### config.mk
export PLATFORM = sky130hd
export DESIGN_NAME = cmd_frontend
export DESIGN_NICKNAME = d
export VERILOG_FILES = /design/src/rtl/cmd_fe_pkg.sv /design/src/rtl/cmd_fe_timer.sv /design/src/rtl/cmd_frontend.sv
export SDC_FILE = /design/constraint.sdc
export NUM_CORES = 1
export LEC_CHECK = 0
export ABC_AREA = 1
export BUFFER_PORTS_ARGS = -buffer_cell sky130_fd_sc_hd__clkbuf_2
export CELL_PAD_IN_SITES_DETAIL_PLACEMENT = 0
export CELL_PAD_IN_SITES_GLOBAL_PLACEMENT = 1
export CORE_AREA = 3 3 86 88
export CTS_CLUSTER_DIAMETER = 100
export DETAILED_ROUTE_END_ITERATION = 10
export DIE_AREA = 0 0 89 91
export PLACE_DENSITY_LB_ADDON = 0.2
export SYNTH_ARGS = -nofsm -noshare
export SYNTH_HDL_FRONTEND = slang
export SYNTH_SLANG_ARGS = --single-unit
### constraint.sdc
create_clock -name clk -period 1.39 [get_ports clk]
set_input_delay 0.278 -clock clk [delete_from_list [all_inputs] [get_ports clk]]
set_output_delay 0.278 -clock clk [all_outputs]
set_load 0.005 [all_outputs]
### src/rtl/cmd_fe_pkg.sv
// Shared constants, command codes and state encoding for the command front end.
// CMD_FE_CHECKSUM_EN adds the CSUM header state.
package cmd_fe_pkg;

    localparam logic [7:0] SYNC_BYTE    = 8'h55;

    localparam logic [7:0] CMD_LOOP     = 8'h01;
    localparam logic [7:0] CMD_SD_INIT  = 8'h02;
    localparam logic [7:0] CMD_SD_RD    = 8'h03;
    localparam logic [7:0] CMD_SD_WR    = 8'h04;
    localparam logic [7:0] CMD_SET_FIFO = 8'h06;

    localparam logic [1:0] ERR_NONE     = 2'd0;
    localparam logic [1:0] ERR_BAD_CMD  = 2'd1;
    localparam logic [1:0] ERR_CSUM     = 2'd2;
    localparam logic [1:0] ERR_TIMEOUT  = 2'd3;

    typedef enum logic [3:0] {
        ST_IDLE,
        ST_CMD,
        ST_LEN_H,
        ST_LEN_L,
`ifdef CMD_FE_CHECKSUM_EN
        ST_CSUM,
`endif
        ST_ISSUE,
        ST_BUSY,
        ST_ACK,
        ST_ERR
    } fe_state_t;

    function automatic logic is_valid_cmd(input logic [7:0] code);
        return (code == CMD_LOOP)  || (code == CMD_SD_INIT) || (code == CMD_SD_RD) ||
               (code == CMD_SD_WR) || (code == CMD_SET_FIFO);
    endfunction

endpackage

### src/rtl/cmd_fe_timer.sv
// Clearable idle counter; tc fires on the cycle that would complete TIMEOUT_CYC idle cycles.
module cmd_fe_timer #(
    parameter int TIMEOUT_CYC = 50000
) (
    input  logic clk,
    input  logic rst,
    input  logic en,
    input  logic clr,
    output logic tc
);

    localparam int TW = $clog2(TIMEOUT_CYC + 1);

    logic [TW-1:0] count;

    assign tc = en && !clr && (count == TW'(TIMEOUT_CYC - 1));

    always_ff @(posedge clk) begin
        if (rst || !en || clr || tc) begin
            count <= '0;
        end else begin
            count <= count + TW'(1);
        end
    end

endmodule

### src/rtl/cmd_frontend.sv
// UART command-frame decoder: SYNC, CMD, LEN_H, LEN_L [, CSUM] then issue/ack handshake.
// Define CMD_FE_CHECKSUM_EN to carry and check the CSUM byte.
module cmd_frontend
    import cmd_fe_pkg::*;
#(
    parameter int TIMEOUT_CYC = 50000,
    parameter int FE_HOLD     = 4
) (
    input  logic        clk,
    input  logic        rst,
    input  logic [7:0]  rx_data,
    input  logic        rx_valid,
    input  logic        fifo_busy,
    input  logic        fifo_done,
    output logic [7:0]  cmd,
    output logic [15:0] rx_cnt,
    output logic        en_fc,
    output logic        fe_done,
    output logic        err,
    output logic [1:0]  err_code
);

    localparam int HW = $clog2(FE_HOLD + 1);

    fe_state_t     state;
    logic [HW-1:0] hold_cnt;
    logic          hdr_state;
    logic          tmo_hit;

    always_comb begin
        hdr_state = (state == ST_CMD) || (state == ST_LEN_H) || (state == ST_LEN_L);
`ifdef CMD_FE_CHECKSUM_EN
        hdr_state = hdr_state || (state == ST_CSUM);
`endif
    end

    cmd_fe_timer #(
        .TIMEOUT_CYC(TIMEOUT_CYC)
    ) u_timer (
        .clk (clk),
        .rst (rst),
        .en  (hdr_state),
        .clr (rx_valid),
        .tc  (tmo_hit)
    );

    // A received byte always takes priority over a timeout in the same cycle.
    always_ff @(posedge clk) begin
        if (rst) begin
            state    <= ST_IDLE;
            cmd      <= '0;
            rx_cnt   <= '0;
            en_fc    <= 1'b0;
            fe_done  <= 1'b0;
            err      <= 1'b0;
            err_code <= ERR_NONE;
            hold_cnt <= '0;
        end else begin
            en_fc <= 1'b0;
            err   <= 1'b0;
            case (state)
                ST_IDLE: begin
                    if (rx_valid && rx_data == SYNC_BYTE) begin
                        state    <= ST_CMD;
                        err_code <= ERR_NONE;
                    end
                end
                ST_CMD: begin
                    if (rx_valid) begin
                        if (is_valid_cmd(rx_data)) begin
                            cmd   <= rx_data;
                            state <= ST_LEN_H;
                        end else begin
                            state    <= ST_ERR;
                            err      <= 1'b1;
                            err_code <= ERR_BAD_CMD;
                        end
                    end else if (tmo_hit) begin
                        state    <= ST_ERR;
                        err      <= 1'b1;
                        err_code <= ERR_TIMEOUT;
                    end
                end
                ST_LEN_H: begin
                    if (rx_valid) begin
                        rx_cnt[15:8] <= rx_data;
                        state        <= ST_LEN_L;
                    end else if (tmo_hit) begin
                        state    <= ST_ERR;
                        err      <= 1'b1;
                        err_code <= ERR_TIMEOUT;
                    end
                end
                ST_LEN_L: begin
                    if (rx_valid) begin
                        rx_cnt[7:0] <= rx_data;
`ifdef CMD_FE_CHECKSUM_EN
                        state       <= ST_CSUM;
`else
                        state       <= ST_ISSUE;
`endif
                    end else if (tmo_hit) begin
                        state    <= ST_ERR;
                        err      <= 1'b1;
                        err_code <= ERR_TIMEOUT;
                    end
                end
`ifdef CMD_FE_CHECKSUM_EN
                ST_CSUM: begin
                    if (rx_valid) begin
                        if (rx_data == (cmd ^ rx_cnt[15:8] ^ rx_cnt[7:0])) begin
                            state <= ST_ISSUE;
                        end else begin
                            state    <= ST_ERR;
                            err      <= 1'b1;
                            err_code <= ERR_CSUM;
                        end
                    end else if (tmo_hit) begin
                        state    <= ST_ERR;
                        err      <= 1'b1;
                        err_code <= ERR_TIMEOUT;
                    end
                end
`endif
                ST_ISSUE: begin
                    if (!fifo_busy) begin
                        en_fc <= 1'b1;
                        state <= ST_BUSY;
                    end
                end
                ST_BUSY: begin
                    if (fifo_done) begin
                        state    <= ST_ACK;
                        fe_done  <= 1'b1;
                        hold_cnt <= '0;
                    end
                end
                // fe_done stays high FE_HOLD cycles; the controller keys off its falling edge.
                ST_ACK: begin
                    if (fe_done) begin
                        if (hold_cnt == HW'(FE_HOLD - 1)) begin
                            fe_done <= 1'b0;
                        end else begin
                            hold_cnt <= hold_cnt + HW'(1);
                        end
                    end else if (!fifo_busy) begin
                        state <= ST_IDLE;
                    end
                end
                ST_ERR: begin
                    state <= ST_IDLE;
                end
                default: begin
                    state <= ST_IDLE;
                end
            endcase
        end
    end

endmodule

# Yosys cells after proc, flatten, opt, wreduce, memory -nomap -nowiden
# Index checks and enable logic that the tools add are counted.
[totals] register_bits=52 output_inout_bits=29 word_cells=93
[op_classes] addsub=2 n_eq_ne=23 mux=31 n_bitwise=1 reduce_logical=26
[op_table] operator="two-way mux 4 bit" count=9
[op_table] operator="one-hot mux 4 bit (7 select lines)" count=1
[op_table] operator="adder 16 x 1 -> 16 bit (second input constant)" count=1
[op_table] operator="== test 16 bit (second input constant)" count=1
[op_table] operator="== test 8 x 2 -> 1 bit (second input constant)" count=2
[op_table] operator="== test 8 x 3 -> 1 bit (second input constant)" count=2
[op_table] operator="inequality test 2 bit (second input constant)" count=8
[op_table] operator="== test 4 x 3 -> 1 bit (second input constant)" count=3
[op_table] operator="two-way mux 3 bit" count=4
[op_table] operator="two-way mux 2 bit" count=5
[op_table] operator="logical OR 1 bit" count=9
[op_table] operator="== test 4 x 2 -> 1 bit (second input constant)" count=2
[op_table] operator="== test 8 x 1 -> 1 bit (second input constant)" count=1
[op_table] operator="== test 8 x 7 -> 1 bit (second input constant)" count=1
[op_table] operator="two-way mux 1 bit" count=8
[op_table] operator="AND reduction 4 bit" count=2
[op_table] operator="one-hot mux 2 bit (3 select lines)" count=1
[op_table] operator="one-hot mux 3 bit (2 select lines)" count=1
[op_table] operator="AND reduction 2 bit" count=3
[op_table] operator="AND reduction 5 bit" count=1
[op_table] operator="== test 4 x 1 -> 1 bit (second input constant)" count=1
[op_table] operator="zero test 4 bit" count=1
[op_table] operator="one-hot mux 1 bit (2 select lines)" count=2
[op_table] operator="OR reduction 2 bit" count=2
[op_table] operator="9 further kinds" count=12

# Longest topological paths before layout
# Gate-level depths: netlist of run 1.
[depth] word_depth=8 depth_mapped=11

# By module
# Synthesis of run 1 repeated with hierarchy kept, for this count alone.
[hier_totals] cells_unflattened=366 hier_area_um2=2670.1
[by_module_without_submodules] mod="cmd_frontend" instances=1 cells_per_inst=238 area_per_inst_um2=1799.2
[by_module_without_submodules] mod="cmd_fe_timer" instances=1 cells_per_inst=128 area_per_inst_um2=870.8

# Worst setup path before layout of run 1
# OpenSTA, ideal clock, no wires.
[synth_path] path_kind="reg-to-reg" startpoint="register u_timer.count[0]" endpoint="register u_timer.count[14]" setup_time_ns=0.119 arrival_ns=1.231 required_ns=1.271 setup_slack_ns=0.039 path_stages_with_launch=9 n_path_buf=0 period_less_slack_ns=1.351 path_cell_list="dfxtp_1 ha_1 nand2_1 nor3_4 nand3_2 nor2_2 nand3_1 nand2_1 a21oi_1"
[synth_between] elab_chain_len=3 word_cells_on_any_way=4 cone_classes="1 x add/sub; 1 x eq/ne; 2 x reduce/logical"
[synth_rtl] item="from (decl)" line_no="cmd_fe_timer.sv:14" source="logic [TW-1:0] count;"
[synth_rtl] item="from (signal assigned)" line_no="cmd_fe_timer.sv:22" source="count <= count + TW'(1);"
[synth_rtl] item="parallel branches: the longest is 3 deep, another holds adder 16 x 1 -> 16 bit"
# Parallel ways; which one is timed is not known.
# A chain may end at the register's enable or synchronous reset.

# Worst setup path after layout of run 1
[layout_path] startpoint="register u_timer.count[0]" endpoint="register state[0]"
[layout_between] elab_chain_len=5 word_cells_on_any_way=7 cone_classes="1 x eq/ne; 5 x mux; 1 x reduce/logical"
[layout_rtl] item="== test 16 bit *" line_no="cmd_fe_timer.sv:16" source="assign tc = en && !clr && (count == TW'(TIMEOUT_CYC - 1));"
[layout_rtl] item="logical AND 1 bit *" line_no="cmd_fe_timer.sv:16"
[layout_rtl] item="two-way mux 4 bit *"
[layout_rtl] item="two-way mux 4 bit (on tied branches)"
[layout_rtl] item="one-hot mux 4 bit (7 select lines) *"
[layout_rtl] item="to (signal assigned)" line_no="cmd_frontend.sv:50" source="state <= ST_IDLE;"
[layout_rtl] item="to (signal assigned)" line_no="cmd_frontend.sv:64" source="state <= ST_CMD;"
[layout_rtl] item="to (signal assigned)" line_no="cmd_frontend.sv:72" source="state <= ST_LEN_H;"
[layout_rtl] item="to (decl)" line_no="cmd_frontend.sv:25" source="fe_state_t state;"
# Every way passes the cells marked *; elsewhere a longest branch is shown, timed or not.

==> impl_results.md, run 1 <==
* Outcome: finished clean
* 1st-iter DRT viols at 84
* Rows at 30
* Area Growth Syn to Fin at 35.1%
* Initial Util at 36.0%
* Worst path required time at 1.63 ns
* Int Pwr at 2.36 mW
* Fin crit period at 1.35 ns
* DRC viols at 0
* Layout cells sized above 1 at 36.6%
* Routed vias at 2285
* Pwr/cell area at 940 nW/um2
* Post-Route WL at 5570 um
* First-pass GRT wire length at 9410 um
* CP Capture Type: register
* I/O pin cnt at 42
* Antenna Cells at 0
* Num CTS Buffers at 5
* WP data arrival at 1.60 ns
* Total GRT Usage at 14.6%
* Post-synthesis cell area at 2420 um2
* Number of synthesized register bits at 52
* Placed instance count at 476
* Post-synth ARST share at 0%
* DIE AREA at 8100 um2
* Yosys warning count at 0
* Share of total power in the clock network at 39.6%
* Psw at 0.710 mW
* Fillers at 710
* Post-synthesis cell count at 333
* Peak VDD IR at 0.401 mV
* Antenna violations before repair at 0
* EDFF count, synth at 0
* Syn_nets at 349
* CORE AREA at 6720 um2
* Vias/cell at 4.66
* Routed wire per std cell at 11.4 um
* CTS tree: built
* R2r setup slk at 0.04 ns
* Die height at 91 um
* Final Hold Viols at 0
* Worst setup SP type: register
* CP max FO at 4
* Clk Latency, worst-skew pair at 0.31 ns
* Fin. max-slew vios at 0
* Die X-Extent at 89 um
* GRT overflow at 0
* Largest net degree at the start of global routing at 31
* Placer congestion estimate at 0.838
* First-pass detailed-route iteration total at 4
* RSZ-0062 raised after global routing: true
* Min-delay worst type: input pin to register
* Synth Flop Type: dfxtp_1
* Synth unique cells at 31
* Number of global-route vias before repair at 2024
* Dpl hpwl at 4150 um
* Clock transition at path regs at 0.10 ns
* Nets at 426
* Clock Path Buffers at 2
* Multi-input gate area at 1230 um2
* Crit Path Category: register to register
* Port bufs at 41
* Switching part of the total at 23.1%
* Fmax at 739 MHz
* Seq/Total Area, Yosys at 43.1%
* Detail Route Antenna Nets at 0
* # setup viols final at 0
* Cell leakage power at 1.40 nW
* Total Power at 3.07 mW
* H-tree levels at 2
* Comb pwr share at 10.6%
* Final Non-Filler Cells at 490
* Tcrit/Tclk final at 97.3%
* Reg power frac at 49.7%
* Clk root buf: clkbuf_8
* CTS sink cnt at 52
* Area taken by flip-flops and latches at 1050 um2
* Synthesized area per cell at 7.26 um2
* Skew final at 0.0101 ns
* Max-cap viol count at 0
## worst max-delay path: stages, from the launching register on
cell and delay (ns):
dfxtp_2 0.34, ha_2 0.20, nand2_4 0.06, inv_2 0.07
nand3_2 0.08, nor2_2 0.12, nand2_2 0.09, nand2_1 0.07
nand2_1 0.04, nand2_1 0.05, nand2_1 0.05, a21oi_2 0.10
## power groups by stage
stage	Clock [mW]	Sequential (mW)	Combinational, mW
after floorplan	0	1.56	0.155
after detailed placement	0	1.56	0.293
after CTS	1.26	1.52	0.297
final	1.22	1.53	0.326
after global routing	1.30	1.53	0.368
after global placement	0	1.56	0.296
## synthesized netlist by cell type (4+ instances only)
master | instances | area share, %
nor2_1 | 31 | 4.8
nand2_1 | 48 | 7.5
nand3_2 | 5 | 2.1
a21oi_2 | 7 | 2.5
nand4_1 | 6 | 1.6
a21oi_1 | 28 | 5.8
inv_2 | 6 | 0.93
o21ai_0 | 25 | 5.2
nor3_1 | 9 | 1.9
nand3_1 | 21 | 4.4
inv_1 | 56 | 8.7
dfxtp_1 | 52 | 43
nor2_2 | 4 | 1.0
buf_2 | 4 | 0.83
o21ai_1 | 4 | 0.83
## state kept, by name, indices dropped and copies added, names as in the netlist
signal         count
hold_cnt           3
err_code           2
en_fc              1
u_timer.count     16
err                1
rx_cnt            16
state              4
fe_done            1
cmd                8
## through the flow
| step | instance area, um2 | TNS [ns] | worst slack, ns | hold WS (ns) | util, % |
|---|---|---|---|---|---|
| 5_1_grt | 3260 | -0.472 | -0.0811 | 0.219 | 48.6 |
| 2_1_floorplan | 2420 | 0 | 0.0395 | 0.340 | - |
| 4_1_cts | 3080 | -0.0358 | -0.0192 | 0.210 | 45.9 |
| 3_3_place_gp | 2930 | -0.185 | -0.0454 | 0.433 | 43.6 |
| 6_report | 3260 | 0 | 0.0371 | 0.215 | 48.6 |
| 3_5_place_dp | 2930 | -0.386 | -0.0671 | 0.435 | 43.6 |
## path summary, 6_finish.rpt
check,cells past startpoint,end,startpoint
max reg2reg,11,state[0]$_SDFFE_PP0P_,u_timer.count[0]$_SDFF_PP0_
min reg2reg,1,hold_cnt[0]$_SDFFE_PP0P_,hold_cnt[0]$_SDFFE_PP0P_
min,2,state[0]$_SDFFE_PP0P_,rst
max,11,state[0]$_SDFFE_PP0P_,u_timer.count[0]$_SDFF_PP0_
## placed cells by master, fill, tap and decap left out, types with 2 or more instances in the layout
master      n
inv_1      52
nand2_2     7
a21oi_2     7
dfxtp_1    44
buf_4      31
nor3_1      7
nor3_4      2
clkbuf_2   41
nand2_1    43
nand3_2     9
or2_1       2
bufinv_16   2
nor2_1     28
buf_6       4
buf_12      2
o21ai_1     7
o21ai_0    21
dfxtp_2     8
nor3_2      2
nor2_2      2
nand4_1     6
a21oi_1    28
nor3b_2     2
ha_2        3
inv_2       9
nand3_1    16
clkbuf_8    5
xor2_1      2
nor2_4      7
or2_2       2
## per-layer routing
layer,track usage [%],share of wire [%],vias to the layer above
met5,0,0,-
met3,3.81,4.1,6
li1,-,-,1215
met2,22.0,46,40
met1,20.1,49,1024
met4,4.84,1.4,0
## timing repair
item	CTS	global route
pin swaps	2	17
gates resized for setup	7	44
hold buffers	0	0
setup endpoints to repair	14	46
setup buffers	0	7
## layout make-up
| cell class | instances | share of cell area (%) |
|---|---|---|
| repair buffers | 78 | 16.0 |
| flip-flops and latches | 52 | 32.2 |
| multi-input cells | 211 | 37.6 |
| clock inverters | 2 | 1.84 |
| clock buffers | 5 | 2.11 |
| well taps | 80 | 3.07 |
| inverters | 62 | 7.21 |
## cells by family after synthesis
| kind of cell | after synthesis | synth area share, % |
|---|---|---|
| other | 1 | 0.155 |
| AOI/OAI and AO/OA | 66 | 14.9 |
| DFF | 52 | 43.1 |
| adders and majority gates | 3 | 1.55 |
| buffers and inverters | 70 | 11.4 |
| xor gates and xnor gates | 2 | 0.725 |
| and+or+nand+nor | 139 | 28.2 |
(Power assumes the default switching activity.)
==> inputs of run 2 (changes only) <==
--- a/config.mk
+++ b/config.mk
@@ -9,11 +9,12 @@
 export BUFFER_PORTS_ARGS = -buffer_cell sky130_fd_sc_hd__clkbuf_2
 export CELL_PAD_IN_SITES_DETAIL_PLACEMENT = 0
 export CELL_PAD_IN_SITES_GLOBAL_PLACEMENT = 1
-export CORE_AREA = 3 3 86 88
+export CORE_AREA = 3 3 89 91
 export CTS_CLUSTER_DIAMETER = 100
 export DETAILED_ROUTE_END_ITERATION = 10
-export DIE_AREA = 0 0 89 91
+export DIE_AREA = 0 0 92 94
 export PLACE_DENSITY_LB_ADDON = 0.2
 export SYNTH_ARGS = -nofsm -noshare
 export SYNTH_HDL_FRONTEND = slang
+export SYNTH_HIERARCHICAL = 1
 export SYNTH_SLANG_ARGS = --single-unit
==> impl_results.md, run 2 <==
* Detail Route Antenna Nets at 0
* Crit Path Category: register to register
* Pre-CTS setup slack at -0.374 ns
* First-pass GRT wire length at 11200 um
* WP data arrival at 1.99 ns
* Compound-Gate Fraction of Synth Area at 9.04%
* Final setup TNS at -4.80 ns
* First-pass detailed-route iteration total at 4
* Synthesized area per cell at 7.30 um2
* Synth Area in XOR/XNOR at 1.97%
* WL met2 at 3260 um
* Synth top area cells: dfxtp_1 (39%), nand2_1 (12%), nor2_1 (6.2%)
* RSZ-0062 raised after global routing: true
* Worst setup SP type: register
* EDFF count, synth at 0
* Biggest area consumer among synthesized cells: dfxtp_1
* Clk root buf: clkbuf_8
* Slew headroom at 61.0%
* Synth Flop Type: dfxtp_1
* Violated checks: setup timing
* Routed length on met1 at 3040 um
* Post-Route WL at 6580 um
* Fmax at 570 MHz
* Die X-Extent at 92 um
* Simple-Gate Fraction of Synth Area at 39.0%
* Layout cells sized above 1 at 38.1%
* Skew final at 0.00986 ns
* Total Power at 2.81 mW
* CP max FO at 6
* Post-synth ARST share at 0%
* CP Capture Type: register
* Synth unique cells at 38
* GRT overflow at 0
* Cell leakage power at 1.53 nW
* Worst path required time at 1.63 ns
* Pwr/cell area at 782 nW/um2
* Die height at 94 um
* Area Growth Syn to Fin at 34.4%
* Post-synthesis adder-cell area fraction at 1.41%
* Seq/Total Area, Yosys at 39.0%
* Num CTS Buffers at 5
* Antenna violations before repair at 0
* Routed vias at 2521
* Syn_nets at 382
* Dpl hpwl at 5030 um
* Port bufs at 41
* Most frequent cells in the layout: nand2_1 (79), dfxtp_1 (45), buf_4 (43)
* Post-synthesis cell count at 366
* Clk Latency, worst-skew pair at 0.31 ns
* CTS sink cnt at 52
* DIE AREA at 8650 um2
* Top post-synthesis cells by count: nand2_1 (85), dfxtp_1 (52), nor2_1 (44)
* # setup viols final at 22
* Largest family of logic cells by synthesized area: simple AND/OR/NAND/NOR gates
* Top Registers: rx_cnt x16, u_timer/count x16, cmd x8
* Fin. max-slew vios at 0
* Final Hold Viols at 0
* Minimum hold slack at 0.142 ns
* Fin crit period at 1.75 ns
* Number of synthesized register bits at 52
* Post-synthesis cell area at 2670 um2
* Vias/cell at 4.56
* Peak VDD IR at 0.384 mV
* Final WS setup at -0.364 ns
* H-tree levels at 2
* Number of global-route vias before repair at 2464
* Commonest non-fill, non-tap cell in the layout: nand2_1
* Final core utilization at 49.7%
* Routed wl met3 at 200 um
* Clock transition at path regs at 0.09 ns
* CTS tree: built
* DRC viols at 0
* Placer congestion estimate at 0.871
* Outcome: complete, but fails checks
* Antenna Cells at 0
* CORE AREA at 7210 um2
* Total GRT Usage at 15.9%
* Initial Util at 37.0%
* Routed wire per std cell at 11.9 um
* Max-cap viol count at 0
* Slew @ Worst Pin at 0.581 ns
* 1st-iter DRT viols at 68
* Rows at 31
* Tcrit/Tclk final at 126%
* I/O pin cnt at 42
* Clock Path Buffers at 2
* Nets at 469
* Yosys warning count at 6
* Mux contribution to synthesized area at 0%
* Highest metal used: met4
* Share of the synthesized area in the top cell type at 39.0%
* Min-delay worst type: input pin to register
* Count leader, synth: nand2_1
* Largest net degree at the start of global routing at 19
==> run 2: report_power, final <==
part           switching (mW)  total [mW]  internal [mW]
Sequential            0.00687        1.50           1.50
Combinational           0.149       0.233         0.0839
Clock                   0.524        1.07          0.545
==> run 2: critical path: stages, from the launching register on <==
cell	delay (ns)
dfxtp_2	0.35
inv_4	0.07
nand2_8	0.05
a21oi_4	0.11
inv_2	0.06
nor2_4	0.10
nand2_2	0.07
nor3_4	0.30
nor2_1	0.09
nor2_1	0.11
nand2_1	0.06
nand2_1	0.07
nor2_1	0.04
nand2_1	0.06
nand2_1	0.06
a21oi_2	0.10
==> run 2: what timing repair did <==
action                     4_1_cts  5_1_grt
cloned                           0        1
setup endpoints to repair       23       46
hold endpoints to repair         0        0
hold buffers                     0        0
gates resized for setup          7       32
pin swaps                        5       24
setup buffers                    4        9
==> run 2: final timing paths <==
path                                            start  cells past startpoint  slack [ns]                     to
worst max register to register  state[2]$_SDFFE_PP0P_                     15       -0.36  state[2]$_SDFFE_PP0P_
worst min-delay path                        fifo_busy                      2        0.14       en_fc$_SDFF_PP0_
worst min register to register    cmd[0]$_SDFFE_PP0P_                      2        0.45    cmd[0]$_SDFFE_PP0P_
worst max-delay path            state[2]$_SDFFE_PP0P_                     15       -0.36  state[2]$_SDFFE_PP0P_
==> run 2: per-stage QoR <==
stage | cells | area [um2]
6_report | 553 | 3590
3_5_place_dp | 533 | 3260
4_1_cts | 545 | 3430
5_1_grt | 553 | 3590
3_3_place_gp | 533 | 3260
2_1_floorplan | 366 | 2730
==> run 2: kinds of logic (layout without fill, tap and decap cells) <==
group	count (synthesis)	after routing
buffers and inverters	54	142
AND/OR/NAND/NOR	205	205
XOR/XNOR	6	6
other	1	1
adder cells (fa/ha/maj)	3	3
AO/OA/AOI/OAI	45	45
flip-flops	52	52
==> run 2: routing by layer <==
layer | vias up | global-route usage [%]
li1 | 1337 | -
met1 | 1143 | 19.4
met2 | 34 | 28.5
met3 | 7 | 3.13
met4 | 0 | 4.08
met5 | - | 0
==> run 2: cell type report <==
cell class,count,area [um2]
Clock buffer,6,72.6
Clock inverter,2,38.8
Fill cell,759,3630
Inverter,44,183
Multi-Input combinational cell,260,1520
Sequential cell,52,1050
Tap cell,99,124
Timing Repair Buffer,89,593
Timing Repair inverter,1,5.00
==> inputs of run 3 (changes only) <==
--- a/config.mk
+++ b/config.mk
@@ -9,10 +9,11 @@
 export BUFFER_PORTS_ARGS = -buffer_cell sky130_fd_sc_hd__clkbuf_2
 export CELL_PAD_IN_SITES_DETAIL_PLACEMENT = 0
 export CELL_PAD_IN_SITES_GLOBAL_PLACEMENT = 1
-export CORE_AREA = 3 3 89 91
+export CORE_AREA = 3 3 85 87
 export CTS_CLUSTER_DIAMETER = 100
 export DETAILED_ROUTE_END_ITERATION = 10
-export DIE_AREA = 0 0 92 94
+export DIE_AREA = 0 0 88 90
+export MAX_ROUTING_LAYER = met4
 export PLACE_DENSITY_LB_ADDON = 0.2
 export SYNTH_ARGS = -nofsm -noshare
 export SYNTH_HDL_FRONTEND = slang
==> constraint.sdc (replaced) <==
create_clock -name clk -period 1.85 [get_ports clk]
set_input_delay 0.37 -clock clk [delete_from_list [all_inputs] [get_ports clk]]
set_output_delay 0.37 -clock clk [all_outputs]
set_load 0.005 [all_outputs]
==> impl_results.md, run 3 (synthesized netlist as in run 2, its figures left out) <==
* Outcome: finished clean
* Nets at 437
* CP cell instances: inv_2 -> nand2_4 -> a21oi_2 -> inv_1 -> nor2_1 -> nand2_1 -> nor3_4 -> nor2_1 -> nor2_1 -> nand2_1 -> nand2_1 -> nor2_1 -> nand2_1 -> nand2_1 -> a21oi_2
* Skew final at 0.00384 ns
* First-pass GRT wire length at 10600 um
* First-pass detailed-route iteration total at 4
* Reg power frac at 58.5%
* Routed wire per std cell at 11.9 um
* DIE AREA at 7920 um2
* 1st-iter DRT viols at 57
* Die height at 90 um
* Fmax at 559 MHz
* CTS tree: built
* Share of total power in the clock network at 33.6%
* Tcrit/Tclk final at 96.6%
* CTS sink cnt at 52
* GRT overflow at 0
* Worst Hold Path Cells at 2
* Post-Route WL at 5960 um
* Placed instance count at 489
* Minimum hold slack at 0.236 ns
* Area Growth Syn to Fin at 17.5%
* Pwr/cell area at 615 nW/um2
* R2r setup slk at 0.06 ns
* Worst path required time at 2.09 ns
* Most frequent cells in the layout: nand2_1 (85), dfxtp_1 (50), nor2_1 (43)
* Pre-CTS setup slack at -0.0753 ns
* Comb pwr share at 7.8%
* Worst setup SP type: register
* Crit Path Category: register to register
* Routed vias at 2417
* Vias/cell at 4.84
* Worst r2r path cells at 15
* Min-delay worst type: input pin to register
* Detail Route Antenna Nets at 0
* Clock Path Buffers at 2
* Antenna Cells at 0
* Final Hold Viols at 0
* Cell leakage power at 1.33 nW
* Placer congestion estimate at 0.835
* Initial Util at 41.6%
* FF-to-FF End: state[2]$_SDFFE_PP0P_
* Max-cap viol count at 0
* I/O pin cnt at 42
* Switching part of the total at 25.2%
* Clock transition at path regs at 0.09 ns
* CP max FO at 7
* Fin. max-slew vios at 0
* # setup viols final at 0
* Largest net degree at the start of global routing at 19
* CP most frequent cell: nand2_1
* Int Pwr at 1.44 mW
* Rows at 29
* Commonest non-fill, non-tap cell in the layout: nand2_1
* Num CTS Buffers at 5
* WP data arrival at 2.03 ns
* Final setup TNS at 0 ns
* Final WS setup at 0.0625 ns
* Startpoint of the worst register-to-register path: state[2]$_SDFFE_PP0P_
* Total GRT Usage at 16.6%
* Crit path to: state[2]$_SDFFE_PP0P_
* H-tree levels at 2
* Clk root buf: clkbuf_8
* Worst setup path start: state[2]$_SDFFE_PP0P_
* Die X-Extent at 88 um
* Antenna violations before repair at 0
* CP Capture Type: register
* Top Registers: rx_cnt x16, u_timer/count x16, cmd x8
* Final Non-Filler Cells at 499
* DRC viols at 0
* Peak VDD IR at 0.290 mV
* CORE AREA at 6420 um2
* Psw at 0.485 mW
* Final core utilization at 48.8%
* Fin crit period at 1.79 ns
* Clk Latency, worst-skew pair at 0.30 ns
* Number of global-route vias before repair at 2347
* Layout cells sized above 1 at 27.5%
* RSZ-0062 raised after global routing: true
* Port bufs at 41
* Delay of the slowest cell on the worst path at 0.35 ns
* Dpl hpwl at 4570 um
* Slowest CP cell: nor3_4
-- run 3: changes by cell type in the layout (fill, tap and decap cells not counted), moves of 3 or more --
cell	before	now
buf_6	4	0
nand2_1	79	85
o21ai_1	8	3
dfxtp_1	45	50
nor2_4	9	5
a21oi_1	24	27
dfxtp_2	7	2
nand2_2	11	6
o21ai_0	3	8
ha_1	0	3
buf_4	43	17
inv_1	34	37
-- run 3: how the worst min path moves through the flow --
stage	startpoint	to	slack [ns]
2_1_floorplan	hold_cnt[0]$_SDFFE_PP0P_	hold_cnt[0]$_SDFFE_PP0P_	0.43
3_3_place_gp	cmd[1]$_SDFFE_PP0P_	cmd[1]$_SDFFE_PP0P_	0.44
3_5_place_dp	cmd[1]$_SDFFE_PP0P_	cmd[1]$_SDFFE_PP0P_	0.44
4_1_cts	fifo_busy	en_fc$_SDFF_PP0_	0.23
5_1_grt	fifo_busy	en_fc$_SDFF_PP0_	0.23
6_report	fifo_busy	en_fc$_SDFF_PP0_	0.24
-- run 3: metrics by stage --
stage | total power, mW | area, um2
5_1_grt | 2.01 | 3140
4_1_cts | 1.97 | 3110
3_3_place_gp | 1.30 | 3010
2_1_floorplan | 1.25 | 2680
6_report | 1.93 | 3140
3_5_place_dp | 1.30 | 3010
-- run 3: power groups by stage --
stage          registers [mW]  logic (mW)  clock network, mW
5_1_grt                  1.13       0.169              0.716
6_report                 1.13       0.151              0.649
3_5_place_dp             1.15       0.149                  0
2_1_floorplan            1.15      0.0968                  0
4_1_cts                  1.13       0.150              0.686
3_3_place_gp             1.15       0.150                  0
-- run 3: timing repair --
item / 4_1_cts / 5_1_grt
buffers inserted: 0 / 2
hold buffers: 0 / 0
resized for setup: 2 / 5
pin swaps: 1 / 7
endpoints found under the setup margin: 4 / 6
-- run 3: layout make-up --
cell class                 instances  area (um2)
clock buffer                       6        72.6
fill                             663        3290
multi-input combinational        260        1400
clock inverter                     2        16.3
sequential                        52        1040
tap                               77        96.3
timing repair buffer              58         333
inverter                          44         175
-- run 3: critical path, delay by kind of cell (launching register included) --
family / cells / cell delay [ns]
buffers and inverters: 2 / 0.14
AOI/OAI and AO/OA: 2 / 0.20
DFF: 1 / 0.34
and+or+nand+nor: 11 / 1.03
-- run 3: metal layers --
metal / wire (um) / vias to the layer above / global-route usage, %
met5: 0 / - / -
met4: 78 / 0 / 4.86
met3: 202 / 9 / 3.02
met2: 2890 / 43 / 27.1
met1: 2780 / 1099 / 20.9
li1: - / 1266 / -
